[config.mk]
export PLATFORM = sky130hd
export DESIGN_NAME = serial_adder
export DESIGN_NICKNAME = d
export VERILOG_FILES = /design/src/rtl/serial_adder.sv
export SDC_FILE = /design/constraint.sdc
export NUM_CORES = 1
export LEC_CHECK = 0
export BUFFER_PORTS_ARGS = -buffer_cell sky130_fd_sc_hd__buf_2
export CAP_MARGIN = 20
export CORE_MARGIN = 8
export CORE_UTILIZATION = 50
export CTS_CLUSTER_SIZE = 28
export DETAILED_ROUTE_END_ITERATION = 16
export GPL_TIMING_DRIVEN = 0
export PLACE_DENSITY = 0.76
export SYNTH_ARGS = -nofsm -noshare
export SYNTH_HDL_FRONTEND = slang
export SYNTH_SLANG_ARGS = --single-unit
[constraint.sdc]
create_clock -name clk -period 2.8 [get_ports clk]
set_input_delay 0.14 -clock clk [delete_from_list [all_inputs] [get_ports clk]]
set_output_delay 0.14 -clock clk [all_outputs]
set_load 0.1 [all_outputs]
[src/rtl/serial_adder.sv]
// -----------------------------------------------------------------------------
// serial_adder
//
// Bit-serial adder. One full-adder cell and a registered carry are reused
// over WIDTH clock cycles. Each cycle adds one bit pair, starting at the LSB.
// The result is {cout, s} = a + b + cin, exact over WIDTH+1 bits.
//
// Operation
//   - A start strobe seen while idle captures a, b and cin. It also clears
//     the bit counter and raises busy.
//   - Each RUN cycle feeds a_sh[0], b_sh[0] and the carry register into the
//     cell. The sum bit enters the partial-sum register at its MSB.
//   - The WIDTH-th RUN edge loads s and cout, pulses done for one cycle and
//     drops busy. A start seen in that done cycle is accepted at once.
//   - start is ignored while busy is high.
//
// Parameters
//   WIDTH  operand and sum width in bits. Legal range is 1 to 32.
//
// Ports
//   clk    in   1      system clock, rising edge
//   rst    in   1      synchronous, active-high reset; aborts any addition
//   start  in   1      request strobe, sampled only while busy=0
//   a      in   WIDTH  operand A, captured on the accepting edge
//   b      in   WIDTH  operand B, captured on the accepting edge
//   cin    in   1      carry-in, captured on the accepting edge
//   s      out  WIDTH  sum of the last completed operation (registered)
//   cout   out  1      carry-out of the last completed operation (registered)
//   busy   out  1      high while an addition is in progress
//   done   out  1      one-cycle pulse when s and cout update
// -----------------------------------------------------------------------------

// -----------------------------------------------------------------------------
// serial_adder_fa
//
// One-bit full-adder cell. The serial adder uses exactly one of these.
//
// Ports
//   i_x, i_y  in   1  operand bits
//   i_c       in   1  carry in
//   o_s       out  1  sum bit
//   o_c       out  1  carry out
// -----------------------------------------------------------------------------
module serial_adder_fa (
    input  logic i_x,
    input  logic i_y,
    input  logic i_c,
    output logic o_s,
    output logic o_c
);

    logic w_p;  // propagate

    assign w_p = i_x ^ i_y;
    assign o_s = w_p ^ i_c;
    assign o_c = (i_x & i_y) | (i_c & w_p);

endmodule

module serial_adder #(
    parameter int WIDTH = 8
) (
    input  logic             clk,
    input  logic             rst,
    input  logic             start,
    input  logic [WIDTH-1:0] a,
    input  logic [WIDTH-1:0] b,
    input  logic             cin,
    output logic [WIDTH-1:0] s,
    output logic             cout,
    output logic             busy,
    output logic             done
);

    // The counter must be at least one bit wide, even when WIDTH=1.
    localparam int CNT_W = (WIDTH > 1) ? $clog2(WIDTH) : 1;
    localparam logic [CNT_W-1:0] LAST_BIT = CNT_W'(WIDTH - 1);

    // The partial-sum register holds the bits finished before the final
    // cycle. The final bit goes straight from the cell into s, so WIDTH-1
    // bits are enough. It is kept at one bit minimum so that the
    // declaration stays legal.
    localparam int PW = (WIDTH > 1) ? WIDTH - 1 : 1;

    typedef enum logic {
        IDLE = 1'b0,
        RUN  = 1'b1
    } state_t;

    state_t             r_state;
    logic [WIDTH-1:0]   r_a_sh;
    logic [WIDTH-1:0]   r_b_sh;
    logic               r_carry;
    logic [PW-1:0]      r_psum;
    logic [CNT_W-1:0]   r_cnt;
    logic [WIDTH-1:0]   r_s;
    logic               r_cout;
    logic               r_busy;
    logic               r_done;

    logic               w_sum;
    logic               w_carry;
    logic [PW-1:0]      w_psum_shift;  // partial sum after this cycle's shift
    logic [WIDTH-1:0]   w_sum_full;    // complete sum, including this cycle's bit

    serial_adder_fa u_fa (
        .i_x (r_a_sh[0]),
        .i_y (r_b_sh[0]),
        .i_c (r_carry),
        .o_s (w_sum),
        .o_c (w_carry)
    );

    // Bits are produced LSB first and enter the register at its MSB. After
    // WIDTH-1 right shifts, the first bit has reached bit 0. Concatenating
    // the current bit above the partial sum gives the finished word.
    if (WIDTH == 1) begin : g_w1
        assign w_psum_shift = 1'b0;
        assign w_sum_full   = w_sum;
    end else if (WIDTH == 2) begin : g_w2
        assign w_psum_shift = w_sum;
        assign w_sum_full   = {w_sum, r_psum};
    end else begin : g_wn
        assign w_psum_shift = {w_sum, r_psum[PW-1:1]};
        assign w_sum_full   = {w_sum, r_psum};
    end

    // NOTE: every register here is assigned with non-blocking (<=). All of
    // them then update together from the values seen before the edge. With
    // blocking (=) assignments, the result would depend on statement order.
    always_ff @(posedge clk) begin
        if (rst) begin
            r_state <= IDLE;
            r_a_sh  <= '0;
            r_b_sh  <= '0;
            r_carry <= 1'b0;
            r_psum  <= '0;
            r_cnt   <= '0;
            r_s     <= '0;
            r_cout  <= 1'b0;
            r_busy  <= 1'b0;
            r_done  <= 1'b0;
        end else begin
            // done is a one-cycle pulse. It is raised again below only
            // on the final RUN edge.
            r_done <= 1'b0;

            case (r_state)
                IDLE: begin
                    if (start) begin
                        r_a_sh  <= a;
                        r_b_sh  <= b;
                        r_carry <= cin;
                        r_psum  <= '0;
                        r_cnt   <= '0;
                        r_busy  <= 1'b1;
                        r_state <= RUN;
                    end
                end

                RUN: begin
                    r_a_sh  <= r_a_sh >> 1;
                    r_b_sh  <= r_b_sh >> 1;
                    r_carry <= w_carry;
                    r_psum  <= w_psum_shift;
                    r_cnt   <= r_cnt + CNT_W'(1);

                    if (r_cnt == LAST_BIT) begin
                        r_s     <= w_sum_full;
                        r_cout  <= w_carry;
                        r_done  <= 1'b1;
                        r_busy  <= 1'b0;
                        r_state <= IDLE;
                    end
                end

                default: begin
                    r_state <= IDLE;
                    r_busy  <= 1'b0;
                end
            endcase
        end
    end

    assign s    = r_s;
    assign cout = r_cout;
    assign busy = r_busy;
    assign done = r_done;

endmodule

-- After elaboration in Yosys (flattened, before gate mapping)
Cells that the tools add are included.
- output and inout port bits: 11
- bits in registers: 39
- bits of input ports: 20
- eq/ne operators: 3
- bitwise logic cells: 6
- add/sub/neg operators: 1
- muxes and demuxes: 17
- reduce and logical (&&, ||, !) cells: 3
- operator list (kind ; count):
    $pmux W8 S2 ; 2
    $mux W8 ; 2
    $pmux W7 S2 ; 1
    $mux W7 ; 1
    $mux W1 ; 6
    $pmux W1 S2 ; 3
    $pmux W3 S2 ; 1
    $reduce_and A2 Y1 ; 2
    $add A3 B1 Y3 const B ; 1
    $eq A3 B3 Y1 const B ; 1
    $mux W3 ; 1
    $and A1 B1 Y1 ; 2
    $ne A2 B1 Y1 const B ; 1
    $ne A2 B2 Y1 const B ; 1
    $reduce_or A2 Y1 ; 1
    $xor A1 B1 Y1 ; 2
    $not A1 Y1 ; 1
    $or A1 B1 Y1 ; 1

-- Logic depth before layout (Yosys ltp)
Gate-level depths: netlist of the first run.
- depth after elaboration: 4
- mapped depth: 6
- mapped depth without buffers: 4

-- Hierarchy
A second synthesis of the first run with hierarchy kept.
- cell total of the unflattened synthesis: 173
- area, all modules: 1711.6 sq um
- modules (own cells, without submodules) (module ; instances ; area each (sq um) ; cells each):
    serial_adder ; 1 ; 1691.6 ; 172
    serial_adder_fa ; 1 ; 20.0 ; 1

-- Worst setup path before layout of the first run
Ideal clock, no wire load.
- path kind: reg2reg
- from: register s[7] (netlist name)
- to: register r_s[7], in the netlist s[7]
- stages on the path, launching flop included: 3
- data arrival time: 1.329 ns
- path buffers: 0
- setup slack: 1.400 ns
- required time: 2.729 ns
- library setup time: 0.071 ns
- cell sequence: dfxtp_1 -> a21bo_2 -> a21oi_1
- RTL lines (what ; RTL line ; text):
    end signal, assigned ; 169 ; r_s <= w_sum_full;
    end, declared ; 96 ; logic [WIDTH-1:0] r_s;

-- Final worst setup path of the first run
- from: register r_cnt[0]
- to: register r_cout, in the netlist cout
- cells in the longest elaborated chain, start to end: 2
- RTL lines (what ; RTL line ; text):
    start, declared ; 95 ; logic [CNT_W-1:0] r_cnt;
    start signal, assigned ; 166 ; r_cnt <= r_cnt + CNT_W'(1);
    $eq A3 B3 Y1 ; 168 ; if (r_cnt == LAST_BIT) begin
    $reduce_and A2 Y1 (no line) ; - ;
    end signal, assigned ; 170 ; r_cout <= w_carry;
    end, declared ; 97 ; logic r_cout;
Every way passes these cells.
A chain may end at the register's enable or synchronous reset.

==> results.txt, run 1 <==
Worst VDD drop: 0.274 mV
Hold WC Path Type: input port to flop
Final ANT Viol Nets: 0
vias: 1,358
Die X: 74.5 um
register area share after synthesis: 45.6%
critical path class: flop to flop
Yosys warning count: 0
Cell Count, Final, Fillers Out: 255
Synth Area per Inst: 9.89 um2
die area: 5550 um2
vias in the first global route: 1,441
Synth Area in Compound Gates: 18.7%
I/O Pins: 31
mux share of post-synthesis cell area: 9.94%
CTS resizes: 0
Area contributors post-synth: dfxtp_1 46%, mux2i_1 9.9%, a211oi_1 7.0%, a21bo_2 5.8%, a21oi_1 5.8%
Synth Instances: 173
area leader, netlist: dfxtp_1
Site Rows: 21
Rel. slew slack: 67.7%
largest net degree at the start of global routing: 13
Routed WL: 3740 um
Netlist cell types: 20
clk slew on worst S/H paths: 0.13 ns
dpl cells: 247
syn nets: 197
GPL Wtd Cong: 0.725
Least-Margin Pin Slew: 0.488 ns
Post-CTS Setup Inserts: 0
f_max: 0.680 GHz
Initial Util: 51.7%
register bit total from synthesis: 39
Global Route Usage Sum: 14.8%
post-synth top area share: 45.6%
fin crit share: 52.5%
Vias/cell: 5.33
CORE AREA: 3310 um2
Post-synth top cells: 39 x dfxtp_1, 20 x a21oi_1, 17 x mux2i_1, 16 x a211oi_1, 15 x nor2b_1
TritonCTS clock tree: yes
max-cap violation count: 0
Sink Count: 39
Pleak: 0.843 nW
die height: 74.5 um
predominant post-synthesis flop cell: dfxtp_1
final-report setup violation count: 0
post-synthesis simple-gate area fraction: 17.2%
critical path fanouts, max: 10
Synth Cell Area: 1710 um2
CTS Buffer Depth: 2
n_diodes: 0
Slew Limit Fails: 0
layout cells sized above 1: 27.3%
worst hold margin: 0.0625 ns
Final Hold Viols: 0
DRT iter0 DRCs: 149
most common cell in the netlist: dfxtp_1
Adder-Cell Fraction of Synth Area: 3.36%
CTS H-tree lvls: 2
crit end category: flop
WP data arrival: 1.77 ns
initial antenna violation count: 0
CTS Root Buffer Type: clkbuf_4
clock latency on the worst-skew pair: 0.36 ns
Hold Buf Count CTS: 0
area delta synth->final: 15.8%
unrepaired setup endpoints after global routing: no
FFs w/ async S/R, synth: 0%
Clock Skews: 0.0192 ns
cts bufs inserted: 5
Post-synth EDFFs: 0
Initial DRT Pass Iterations: 4
Final #Nets: 232
status: complete, no violations
total grt overflow: 0
xor-xnor portion of the synthesized cell area: 0%
DP HPWL: 2730 um
largest family of logic cells by synthesized area: compound AO/OA/AOI/OAI gates
Avg WL per Cell: 14.7 um
Final min period: 1.47 ns
Critical Path Source Type: flop
port bufs: 28
setup_tns: 0 ns
pwr dens: 538 nW/um2
CP required: 3.10 ns
first-pass GRT wire length: 6420 um
# DRC: 0
## registers in the layout (all words and copies together), names as in the netlist
register,count
cout,1
r_state,1
r_b_sh,8
done,1
r_a_sh,8
busy,1
r_psum,7
s,8
r_carry,1
r_cnt,3
## cell families (layout without fill, tap and decap cells)
| group | after synthesis | in the layout |
|---|---|---|
| AO/OA/AOI/OAI | 46 | 46 |
| adder cells (fa/ha/maj) | 4 | 4 |
| buffers and inverters | 17 | 53 |
| flip-flops | 39 | 39 |
| multiplexers | 17 | 17 |
| AND/OR/NAND/NOR | 50 | 50 |
## per-layer routing
layer	up-vias	part of all wire [%]	GRT usage (%)
met5	-	0	0
met4	0	1.4	6.52
met3	5	6.1	4.31
met2	36	50	25.7
met1	641	42	16.2
li1	676	-	-
## metrics by stage
stage	cell area (um2)	setup slack (ns)	utilization [%]	power (mW)
after detailed placement	1910	1.34	57.7	0.735
after global placement	1910	1.44	57.7	0.728
after CTS	1980	1.33	59.9	1.07
after global routing	1980	1.19	59.9	1.11
final	1980	1.33	59.9	1.07
after floorplan	1710	1.40	-	0.697
## worst max-delay path: stages, from the launching register on
cell	delay, ns
dfxtp_1	0.36
ha_1	0.18
ha_1	0.13
buf_2	0.21
buf_2	0.25
nand3_1	0.12
a21oi_1	0.17
## cell usage in the layout, fill, tap and decap left out, types with 9 or more instances in the layout
cell,count
a211oi_1,16
a21bo_2,10
a21oi_1,20
buf_2,36
dfxtp_1,39
mux2i_1,17
nand2_1,10
nand3_1,9
nor2b_1,15
or3b_1,10
## final timing paths
| kind | start | to | slack (ns) | cells past startpoint |
|---|---|---|---|---|
| worst max-delay path | r_cnt[0]$_SDFFE_PP0P_ | cout$_SDFFE_PP0P_ | 1.33 | 6 |
| worst min-delay path | b[7] | r_b_sh[7]$_SDFFE_PP0P_ | 0.06 | 3 |
| worst max register to register | r_cnt[0]$_SDFFE_PP0P_ | cout$_SDFFE_PP0P_ | 1.33 | 6 |
| worst min register to register | r_psum[0]$_SDFFE_PP0P_ | s[0]$_SDFFE_PP0P_ | 0.48 | 2 |
## cell type report
| cell class | instances | area (um2) |
|---|---|---|
| fillers | 312 | 1330 |
| multi-input cells | 117 | 842 |
| flip-flops and latches | 39 | 781 |
| repair buffers | 28 | 140 |
| plain buffers | 16 | 85.1 |
| clock buffers | 7 | 65.1 |
| well taps | 46 | 57.6 |
| clock inverters | 1 | 7.51 |
| inverters | 1 | 3.75 |
## power by group
| group | internal, mW | switching, mW |
|---|---|---|
| Sequential | 0.580 | 0.0157 |
| Combinational | 0.0550 | 0.0713 |
| Clock | 0.147 | 0.196 |
Note: power is estimated with default switching activity, not from simulation.
==> run 2, diff against run 1 <==
==> constraint.sdc (replaced) <==
create_clock -name clk -period 1.36 [get_ports clk]
set_input_delay 0.068 -clock clk [delete_from_list [all_inputs] [get_ports clk]]
set_output_delay 0.068 -clock clk [all_outputs]
set_load 0.1 [all_outputs]
==> run 2 against run 1 <==
Against the previous run: final cell count up 0.39%; register-to-register slack got worse by 1.2 ns; first-iteration DRC count is 54% lower; largest cell class unchanged; power is 93% higher; global-route usage about the same; largest power group unchanged; highest routed layer unchanged.
==> results.txt, run 2 (synthesis results as in run 1) <==
status: complete, no violations
CTS Root Buffer Type: clkbuf_4
Global Route Usage Sum: 14.8% (about the same)
port bufs: 28 (unchanged)
die area: 5550 um2 (unchanged)
Post-DP Area: 1920 um2 (+0.66%)
most common cell after layout, fill and taps aside: buf_2
max-cap violation count: 0 (unchanged)
Final #Nets: 233 (+0.43%)
layout cells sized above 1: 35.2% (+8.0 points)
Worst VDD drop: 0.604 mV (+120%)
Post-CTS Setup Inserts: 0 (unchanged)
Rel. slew slack: 67.6% (-0.069 points)
Final Core Density: 61.2% (+1.4 points)
clock latency on the worst-skew pair: 0.35 ns (about the same)
Hold WC Path Type: input port to flop
crit end category: flop
CP required: 1.64 ns (-1.46 ns)
critical path fanouts, max: 5 (-5)
clk slew on worst S/H paths: 0.11 ns (-0.02 ns)
DRT iter0 DRCs: 69 (-54%)
fin area: 2030 um2 (+2.3%)
Least-Margin Pin Slew: 0.486 ns (-0.00232 ns)
CTS H-tree lvls: 2 (unchanged)
Slew Limit Fails: 0 (unchanged)
critical path class: flop to flop
vias in the first global route: 1,393 (-3.3%)
Site Rows: 21 (unchanged)
Clock Skews: 0.0161 ns (-0.00310 ns)
fin crit share: 91.9% (+39 points)
Pleak: 0.843 nW (about the same)
cts bufs inserted: 5 (unchanged)
pre-CTS WS: -0.0982 ns (-1.44 ns)
Die X: 74.5 um (unchanged)
DP HPWL: 2690 um (-1.6%)
area delta synth->final: 18.4%
Final ANT Viol Nets: 0 (unchanged)
CP cell instances: ha_2 > ha_4 > buf_2 > a21bo_2 > a21oi_1
Routed WL: 3740 um (about the same)
TritonCTS clock tree: yes
CP max stage delay: 0.34 ns (-0.02 ns)
critical path's slowest cell: dfxtp_2
die height: 74.5 um (unchanged)
final-report setup violation count: 0 (unchanged)
Avg WL per Cell: 14.6 um (-0.36%)
CTS Buffer Depth: 2 (unchanged)
# DRC: 0 (unchanged)
most frequent cells in the layout: 35 x buf_2, 27 x dfxtp_1, 17 x mux2i_1, 17 x a21oi_1
pwr dens: 1010 nW/um2 (+89%)
CORE AREA: 3310 um2 (unchanged)
f_max: 0.800 GHz (+18%)
largest net degree at the start of global routing: 12 (-1)
Final Hold Viols: 0 (unchanged)
n_diodes: 0 (unchanged)
Critical Path Source Type: flop
first-pass GRT wire length: 6210 um (-3.2%)
fillcell total: 305 (-2.2%)
Worst Slack Setup Final: 0.110 ns (-1.22 ns)
I/O Pins: 31 (unchanged)
WP data arrival: 1.53 ns (-0.24 ns)
vias: 1,349 (-0.66%)
Initial Util: 51.7% (unchanged)
Vias/cell: 5.27 (-1.1%)
GPL Wtd Cong: 0.766 (+5.6%)
Sink Count: 39 (unchanged)
initial antenna violation count: 0 (unchanged)
Initial DRT Pass Iterations: 4 (unchanged)
Final min period: 1.25 ns (-0.220 ns)
total grt overflow: 0 (unchanged)
==> run 2: changes by cell type in the layout (fill, tap and decap cells not counted), moves of 2 or more <==
cell      delta
dfxtp_1     -12
dfxtp_2     +12
a21oi_1      -3
a21oi_2      +3
clkbuf_1     +2
clkbuf_8     -2
ha_1         -2
==> run 2: worst max-delay path: cells and delay by family, from the launching register on <==
kind            cells  cell delay (ns)
buf+inv             1             0.15
compound gates      2             0.34
fa+ha+maj           2             0.37
flops               1             0.34
==> run 2: cell type report <==
| cell class | instances | area, um2 | area share [%] |
|---|---|---|---|
| buffer | 16 | 101 | 5.00 |
| timing repair buffer | 29 | 145 | 7.16 |
| tap | 46 | 57.6 | 2.84 |
| clock buffer | 7 | 45.0 | 2.22 |
| sequential | 39 | 796 | 39.3 |
| inverter | 1 | 3.75 | 0.185 |
| clock inverter | 1 | 5.00 | 0.247 |
| multi-input combinational | 117 | 873 | 43.1 |
==> run 2: path summary, 6_finish.rpt <==
| path | slack [ns] | endpoint | cells after the start | start |
|---|---|---|---|---|
| min reg2reg | 0.48 | s[5]$_SDFFE_PP0P_ | 2 | r_psum[5]$_SDFFE_PP0P_ |
| min | 0.01 | r_a_sh[7]$_SDFFE_PP0P_ | 3 | a[7] |
| max | 0.11 | s[1]$_SDFFE_PP0P_ | 5 | r_cnt[0]$_SDFFE_PP0P_ |
| max reg2reg | 0.11 | s[1]$_SDFFE_PP0P_ | 5 | r_cnt[0]$_SDFFE_PP0P_ |
==> run 2: repair_timing <==
| item | 4_1_cts | 5_1_grt |
|---|---|---|
| hold buffers | 0 | 0 |
| gates cloned | 0 | 1 |
| endpoints found under the setup margin | 10 | 10 |
| resized for setup | 4 | 10 |
==> run 2: metal layers <==
layer	wire [um]	global-route usage (%)	vias to the layer above
met1	1630	17.0	623
met3	234	4.99	5
met4	66	7.17	0
li1	-	-	689
met5	0	0	-
met2	1800	23.9	32
==> run 2: stage by stage <==
step | TNS (ns) | hold slack, ns | total power, mW | cells
2_1_floorplan | 0 | 0.263 | 1.44 | 173
3_3_place_gp | -0.0292 | 0.364 | 1.50 | 247
3_5_place_dp | -0.734 | 0.382 | 1.51 | 247
4_1_cts | 0 | 0.00990 | 2.07 | 255
5_1_grt | -0.00243 | 0.0201 | 2.16 | 256
6_report | 0 | 0.0135 | 2.06 | 256
==> run 2: power by group <==
group / internal [mW] / switching, mW / leakage (nW)
registers: 1.20 / 0.0326 / 0.325
clock network: 0.202 / 0.361 / 0.0293
logic: 0.114 / 0.152 / 0.489
